<file path="src/rtl/fft_pkg.sv">
// Shared constants, types and address widths for the 16-point radix-2 FFT
// sequencer, sample RAM wrapper, twiddle LUT and butterfly datapath.
package fft_pkg;

  localparam int LOG2N      = 4;
  localparam int N          = 1 << LOG2N;
  localparam int NUM_BF     = N / 2;
  localparam int NUM_STAGES = LOG2N;

  localparam int ADDR_W  = LOG2N;               // sample RAM address width
  localparam int TW_W    = LOG2N - 1;           // twiddle LUT address width
  localparam int STAGE_W = $clog2(NUM_STAGES);  // stage index width
  localparam int BF_W    = $clog2(NUM_BF);      // butterfly index width

  typedef enum logic [1:0] {
    IDLE  = 2'd0,
    ISSUE = 2'd1,
    DRAIN = 2'd2,
    DONE  = 2'd3
  } state_t;

  // One entry of the read-to-write-back delay line.
  typedef struct packed {
    logic              en;
    logic [ADDR_W-1:0] addr_a;
    logic [ADDR_W-1:0] addr_b;
  } wb_t;

endpackage

</file>
<file path="src/rtl/fft_addr_gen.sv">
// Combinational butterfly address generator: (stage, k) -> operand
// addresses and twiddle index for an in-place radix-2 DIT FFT.
module fft_addr_gen
  import fft_pkg::*;
(
  input  logic [STAGE_W-1:0] stage,
  input  logic [BF_W-1:0]    k,
  output logic [ADDR_W-1:0]  addr_a,
  output logic [ADDR_W-1:0]  addr_b,
  output logic [TW_W-1:0]    tw_addr
);

  logic [ADDR_W-1:0]  k_ext;
  logic [ADDR_W-1:0]  span;
  logic [ADDR_W-1:0]  pos;
  logic [ADDR_W-1:0]  grp;
  logic [ADDR_W-1:0]  tw_full;
  logic [STAGE_W:0]   grp_shift;

  // span = 2^s, pos = k mod span, grp = k >> s; a = grp*2*span + pos.
  always_comb begin
    k_ext     = ADDR_W'(k);
    span      = ADDR_W'(1) << stage;
    pos       = k_ext & (span - ADDR_W'(1));
    grp       = k_ext >> stage;
    grp_shift = {1'b0, stage} + {{STAGE_W{1'b0}}, 1'b1};
    addr_a    = (grp << grp_shift) | pos;
    addr_b    = addr_a + span;
    tw_full   = pos << (STAGE_W'(TW_W) - stage);
    tw_addr   = tw_full[TW_W-1:0];
  end

endmodule

</file>
<file path="src/rtl/fft_stage_ctrl.sv">
// Stage/butterfly sequencer for the 16-point in-place FFT. Issues one
// butterfly read per cycle, drains BF_LAT cycles between stages so the next
// stage never reads ahead of the previous stage's write-back, and replays
// the read addresses BF_LAT cycles later as write-back strobes.
module fft_stage_ctrl
  import fft_pkg::*;
#(
  parameter int BF_LAT = 3
) (
  input  logic               clk,
  input  logic               rst,
  input  logic               start,
  output logic               busy,
  output logic               done,
  output logic [STAGE_W-1:0] stage,
  output logic               rd_en,
  output logic [ADDR_W-1:0]  rd_addr_a,
  output logic [ADDR_W-1:0]  rd_addr_b,
  output logic [TW_W-1:0]    tw_addr,
  output logic               wr_en,
  output logic [ADDR_W-1:0]  wr_addr_a,
  output logic [ADDR_W-1:0]  wr_addr_b
);

  localparam int DW = (BF_LAT > 1) ? $clog2(BF_LAT) : 1;

  state_t             state_r, state_n;
  logic [STAGE_W-1:0] stage_r, stage_n;
  logic [BF_W-1:0]    k_r, k_n;
  logic [DW-1:0]      dcnt_r, dcnt_n;

  logic [ADDR_W-1:0]  gen_a;
  logic [ADDR_W-1:0]  gen_b;
  logic [TW_W-1:0]    gen_tw;

  wb_t                line_r [BF_LAT];

  fft_addr_gen u_addr_gen (
    .stage   (stage_r),
    .k       (k_r),
    .addr_a  (gen_a),
    .addr_b  (gen_b),
    .tw_addr (gen_tw)
  );

  // FSM state and counter registers.
  always_ff @(posedge clk or posedge rst) begin
    if (rst) begin
      state_r <= IDLE;
      stage_r <= {STAGE_W{1'b0}};
      k_r     <= {BF_W{1'b0}};
      dcnt_r  <= {DW{1'b0}};
    end else begin
      state_r <= state_n;
      stage_r <= stage_n;
      k_r     <= k_n;
      dcnt_r  <= dcnt_n;
    end
  end

  // Next-state and counter update: IDLE -> ISSUE x8 -> DRAIN xBF_LAT -> ... -> DONE.
  always_comb begin
    state_n = state_r;
    stage_n = stage_r;
    k_n     = k_r;
    dcnt_n  = dcnt_r;
    case (state_r)
      IDLE: begin
        if (start) begin
          state_n = ISSUE;
          stage_n = {STAGE_W{1'b0}};
          k_n     = {BF_W{1'b0}};
        end else begin
          state_n = IDLE;
        end
      end
      ISSUE: begin
        if (k_r == BF_W'(NUM_BF - 1)) begin
          state_n = DRAIN;
          k_n     = {BF_W{1'b0}};
          dcnt_n  = {DW{1'b0}};
        end else begin
          k_n = k_r + BF_W'(1);
        end
      end
      DRAIN: begin
        if (dcnt_r == DW'(BF_LAT - 1)) begin
          dcnt_n = {DW{1'b0}};
          if (stage_r == STAGE_W'(NUM_STAGES - 1)) begin
            state_n = DONE;
          end else begin
            state_n = ISSUE;
            stage_n = stage_r + STAGE_W'(1);
          end
        end else begin
          dcnt_n = dcnt_r + DW'(1);
        end
      end
      DONE: begin
        state_n = IDLE;
        stage_n = {STAGE_W{1'b0}};
      end
      default: begin
        state_n = IDLE;
        stage_n = {STAGE_W{1'b0}};
        k_n     = {BF_W{1'b0}};
        dcnt_n  = {DW{1'b0}};
      end
    endcase
  end

  // Outputs decode straight from registers, so reset clears them at once.
  always_comb begin
    busy      = (state_r != IDLE);
    done      = (state_r == DONE);
    stage     = stage_r;
    rd_en     = (state_r == ISSUE);
    rd_addr_a = rd_en ? gen_a  : {ADDR_W{1'b0}};
    rd_addr_b = rd_en ? gen_b  : {ADDR_W{1'b0}};
    tw_addr   = rd_en ? gen_tw : {TW_W{1'b0}};
    wr_en     = line_r[BF_LAT-1].en;
    wr_addr_a = line_r[BF_LAT-1].addr_a;
    wr_addr_b = line_r[BF_LAT-1].addr_b;
  end

  // Write-back delay line: read issue in cycle t reappears as write in t+BF_LAT.
  always_ff @(posedge clk or posedge rst) begin
    if (rst) begin
      for (int i = 0; i < BF_LAT; i++) begin
        line_r[i] <= '0;
      end
    end else begin
      line_r[0] <= '{en: rd_en, addr_a: rd_addr_a, addr_b: rd_addr_b};
      for (int i = 1; i < BF_LAT; i++) begin
        line_r[i] <= line_r[i-1];
      end
    end
  end

endmodule

</file>
<file path="config.mk">
export PLATFORM = sky130hd
export DESIGN_NAME = fft_stage_ctrl
export DESIGN_NICKNAME = d
export VERILOG_FILES = /design/src/rtl/fft_pkg.sv /design/src/rtl/fft_addr_gen.sv /design/src/rtl/fft_stage_ctrl.sv
export SDC_FILE = /design/constraint.sdc
export NUM_CORES = 1
export LEC_CHECK = 0
export BUFFER_PORTS_ARGS = -buffer_cell sky130_fd_sc_hd__buf_2
export CAP_MARGIN = 20
export CORE_AREA = 10 10 92 62
export CTS_CLUSTER_DIAMETER = 100
export DETAILED_ROUTE_END_ITERATION = 7
export DIE_AREA = 0 0 102 72
export MAX_ROUTING_LAYER = met4
export SLEW_MARGIN = 25
export SYNTH_ARGS = -nofsm -noshare
export SYNTH_HDL_FRONTEND = slang
export SYNTH_SLANG_ARGS = --single-unit
</file>
<file path="constraint.sdc">
create_clock -name clk -period 5.25 [get_ports clk]
set_input_delay 1.05 -clock clk [delete_from_list [all_inputs] [get_ports clk]]
set_output_delay 1.05 -clock clk [all_outputs]
set_load 0.005 [all_outputs]
</file>
==> key figures <==
Worst hold path
  • Min-delay worst type: register to register
  • HP Start: line_r[14]$_DFF_PP0_

Global routing
  • Initial antenna violation count: 0
  • GRT overflow: 0
  • Total GRT Usage: 9.378%
  • Vias in the first global route: 1,077
  • Global-route wire length before repair: 5.257 mm
  • Largest net degree at the start of global routing: 37

Clock network
  • TritonCTS clock tree: done
  • Clk_lat worst skew: 0.29 ns
  • Post-CTS Repair Setup Buffers: 0
  • Clk slew on worst S/H paths: 0.08 ns
  • Number of CTS-inserted buffers: 5
  • Cts hold-fix bufs: 0
  • Max clock buf depth: 2
  • Number of clock sinks: 36
  • Root Buffer: clkbuf_8
  • Htree depth: 2
  • Gates resized, CTS repair: 0

Floorplanning
  • Die area: 7344 um2
  • Chip width: 102 um
  • Row count: 18
  • Die H: 72 um
  • Initial core utilization: 40.76%
  • Io pins: 28
  • Core area: 4009 um2

Timing
  • Fin. max-slew vios: 0
  • Final worst slack: 0.9964 ns
  • Setup TNS: 0 ns
  • Fmax: 235.1 MHz
  • Finish-stage setup viols: 0
  • Fin Clk Skew: 0.003961 ns
  • Fin crit share: 81.02%
  • Fin. Hold Viols: 0
  • Unrepaired setup endpoints after global routing: no
  • Worst-Margin Slew: 0.5111 ns
  • Rel. slew slack: 65.92%
  • Minimum clock period: 4.254 ns

Routing
  • DR pass1 iterations: 4
  • Initial drt markers: 30
  • WL final: 3.025 mm
  • DR DRC count: 0
  • WL/cell: 14.27 um
  • Vias: 1,028
  • DR vias/cell: 4.849
  • Final ANT Viol Nets: 0

Status
  • Status: finished, final reports clean

Synth
  • Syn nets: 154
  • Mapped Cells: 140
  • Seq/Total Area, Yosys: 55.13%
  • Mean post-synth cell area: 11.67 um2
  • Yosys top cell by area: dfrtp_1
  • Warnings from Yosys: 0
  • Area contributors post-synth: dfrtp_1, ha_1, buf_4
  • Yosys top cell area share: 55.13%
  • Area of the mapped netlist: 1634 um2
  • #FFs+latches synth: 36
  • Unique masters post-synth: 40

Critical path
  • RR Startpoint: stage[0]$_DFFE_PP0P_
  • Worst path required time: 4.20 ns
  • Worst Path Arrival: 3.20 ns
  • Reg-to-Reg End: line_r[20]$_DFF_PP0_
  • Max FO, Critical Path: 16
  • R2R cell count: 8
  • Setup crit end kind: output pin
  • Crit path kind: register to output pin
  • Worst R2R Setup Slack: 2.39 ns
  • Crit path to: rd_addr_b[2]
  • CP Launch Type: register
  • CP startpoint: stage[0]$_DFFE_PP0P_

Placement
  • GPL Wtd Cong: 0.7680
  • DP HPWL: 2.294 mm
  • Pre-CTS setup slack: 1.377 ns
  • Port Buffers: 27

Pwr
  • Net Sw Frac: 33.24%
  • Leak Pwr: 0.9081 nW
  • Comb pwr share: 27.6%
  • VDD IR max: 179.3 uV
  • PD cells: 472.1 nW/um2
  • Seq pwr share: 49.5%
  • Internal power: 0.0005761 W
  • Clk network pwr share: 22.9%
  • Net Switching: 0.0002869 W

Layout
  • NumNets Final: 175
  • Number of antenna diodes: 0
  • Layout cells sized above 1: 26.54%
  • Area growth syn-to-layout: 11.87%

Flow run
  • Max-Cap Viols: 0
-- state kept, by name, summed over array words and instances, names as in the netlist --
register	flops
dcnt_r	2
k_r	3
line_r	18
stage	2
state_r	2
wr_addr_a	4
wr_addr_b	4
wr_en	1
-- how the worst min path moves through the flow --
stage | end | slack, ns | cells after the start
4_1_cts | wr_addr_a[1]$_DFF_PP0_ | 0.35 | 0
3_3_place_gp | wr_addr_a[0]$_DFF_PP0_ | 0.33 | 0
3_5_place_dp | wr_addr_a[1]$_DFF_PP0_ | 0.33 | 0
6_report | wr_addr_a[1]$_DFF_PP0_ | 0.35 | 0
2_1_floorplan | line_r[10]$_DFF_PP0_ | 0.33 | 0
5_1_grt | line_r[9]$_DFF_PP0_ | 0.36 | 0
-- cells by family (layout without fill, tap and decap cells) --
logic type               after synthesis  after routing  share of synthesized area [%]
multiplexers                           4              4                          2.527
AO/OA/AOI/OAI                         23             23                          10.19
buffers and inverters                 24             46                          8.653
AND/OR/NAND/NOR                       37             37                          11.95
flip-flops                            36             36                          55.13
adder cells (fa/ha/maj)               11             11                          8.882
XOR/XNOR                               5              5                          2.680
-- per-stage QoR --
stage	total power, W	util (%)	std cells	instance area (um2)	hold slack, ns
floorplan	0.0006017	-	140	1634	0.3312
global placement	0.0006688	43.29	204	1735	0.3318
detailed placement	0.0006783	43.29	204	1735	0.3347
CTS	0.0008771	45.60	212	1828	0.3523
global route	0.0009298	45.60	212	1828	0.3611
finish	0.0008631	45.60	212	1828	0.3507
-- worst max-delay path: stages (launching register included) --
cell and delay (ns):
dfrtp_1 0.67, inv_1 0.21, ha_1 0.46, o41ai_2 0.43, ha_1 0.25, inv_1 0.06
fa_1 0.39, xor2_1 0.17, nor2_1 0.12, buf_2 0.14
-- cell usage after synthesis, drive strengths merged --
cell type and instances:
mux2i 3, inv 10, nand4b 2, and3 1
o21bai 1, xnor2 2, nor3b 1, nor3 2
or2 2, and2 5, a21o 1, clkbuf 1
nand3b 1, nor2 10, a32o 1, o211ai 1
buf 13, a21oi 6, mux2 1, o21ai 5
a31oi 1, o22ai 1, o2111ai 1, fa 1
nand3 1, nor2b 1, a22o 2, o31ai 2
ha 10, nand2 8, xor2 3, o41ai 1
nand2b 3, dfrtp 36
-- layout make-up --
class	instances	area, um2
clock buffers	5	68.82
clock inverters	3	23.77
fillers	370	2181
inverters	10	37.54
multi-input cells	80	591.8
flip-flops and latches	36	900.9
well taps	50	62.56
repair buffers	28	142.6
-- layout by cell type, fill, tap and decap left out, types with 2 or more instances in the layout --
cell,count
inv_1,8
ha_1,10
nand2b_1,3
mux2i_1,3
nor3_1,2
a22o_1,2
nand4b_1,2
clkinvlp_4,2
nor2_1,10
xor2_1,3
a21oi_1,5
clkbuf_8,5
o21ai_0,2
buf_2,27
or2_1,2
nand2_1,8
inv_2,2
o21ai_1,3
xnor2_1,2
dfrtp_1,36
and2_1,5
-- power groups by stage --
stage,clock (W),sequential (W),combinational [W]
6_report,0.000198,0.000427,0.000238
3_5_place_dp,0,0.000433,0.000245
3_3_place_gp,0,0.000429,0.000239
4_1_cts,0.000204,0.000428,0.000245
2_1_floorplan,0,0.000411,0.000191
5_1_grt,0.000218,0.000441,0.000271
-- routing by layer --
| layer | wire (um) | GRT usage (%) |
|---|---|---|
| met1 | 1502 | 11.99 |
| met2 | 1283 | 12.92 |
| met3 | 180 | 2.554 |
| met4 | 59 | 5.607 |
| met5 | 0 | - |
Power figures use the tool's default switching activity.
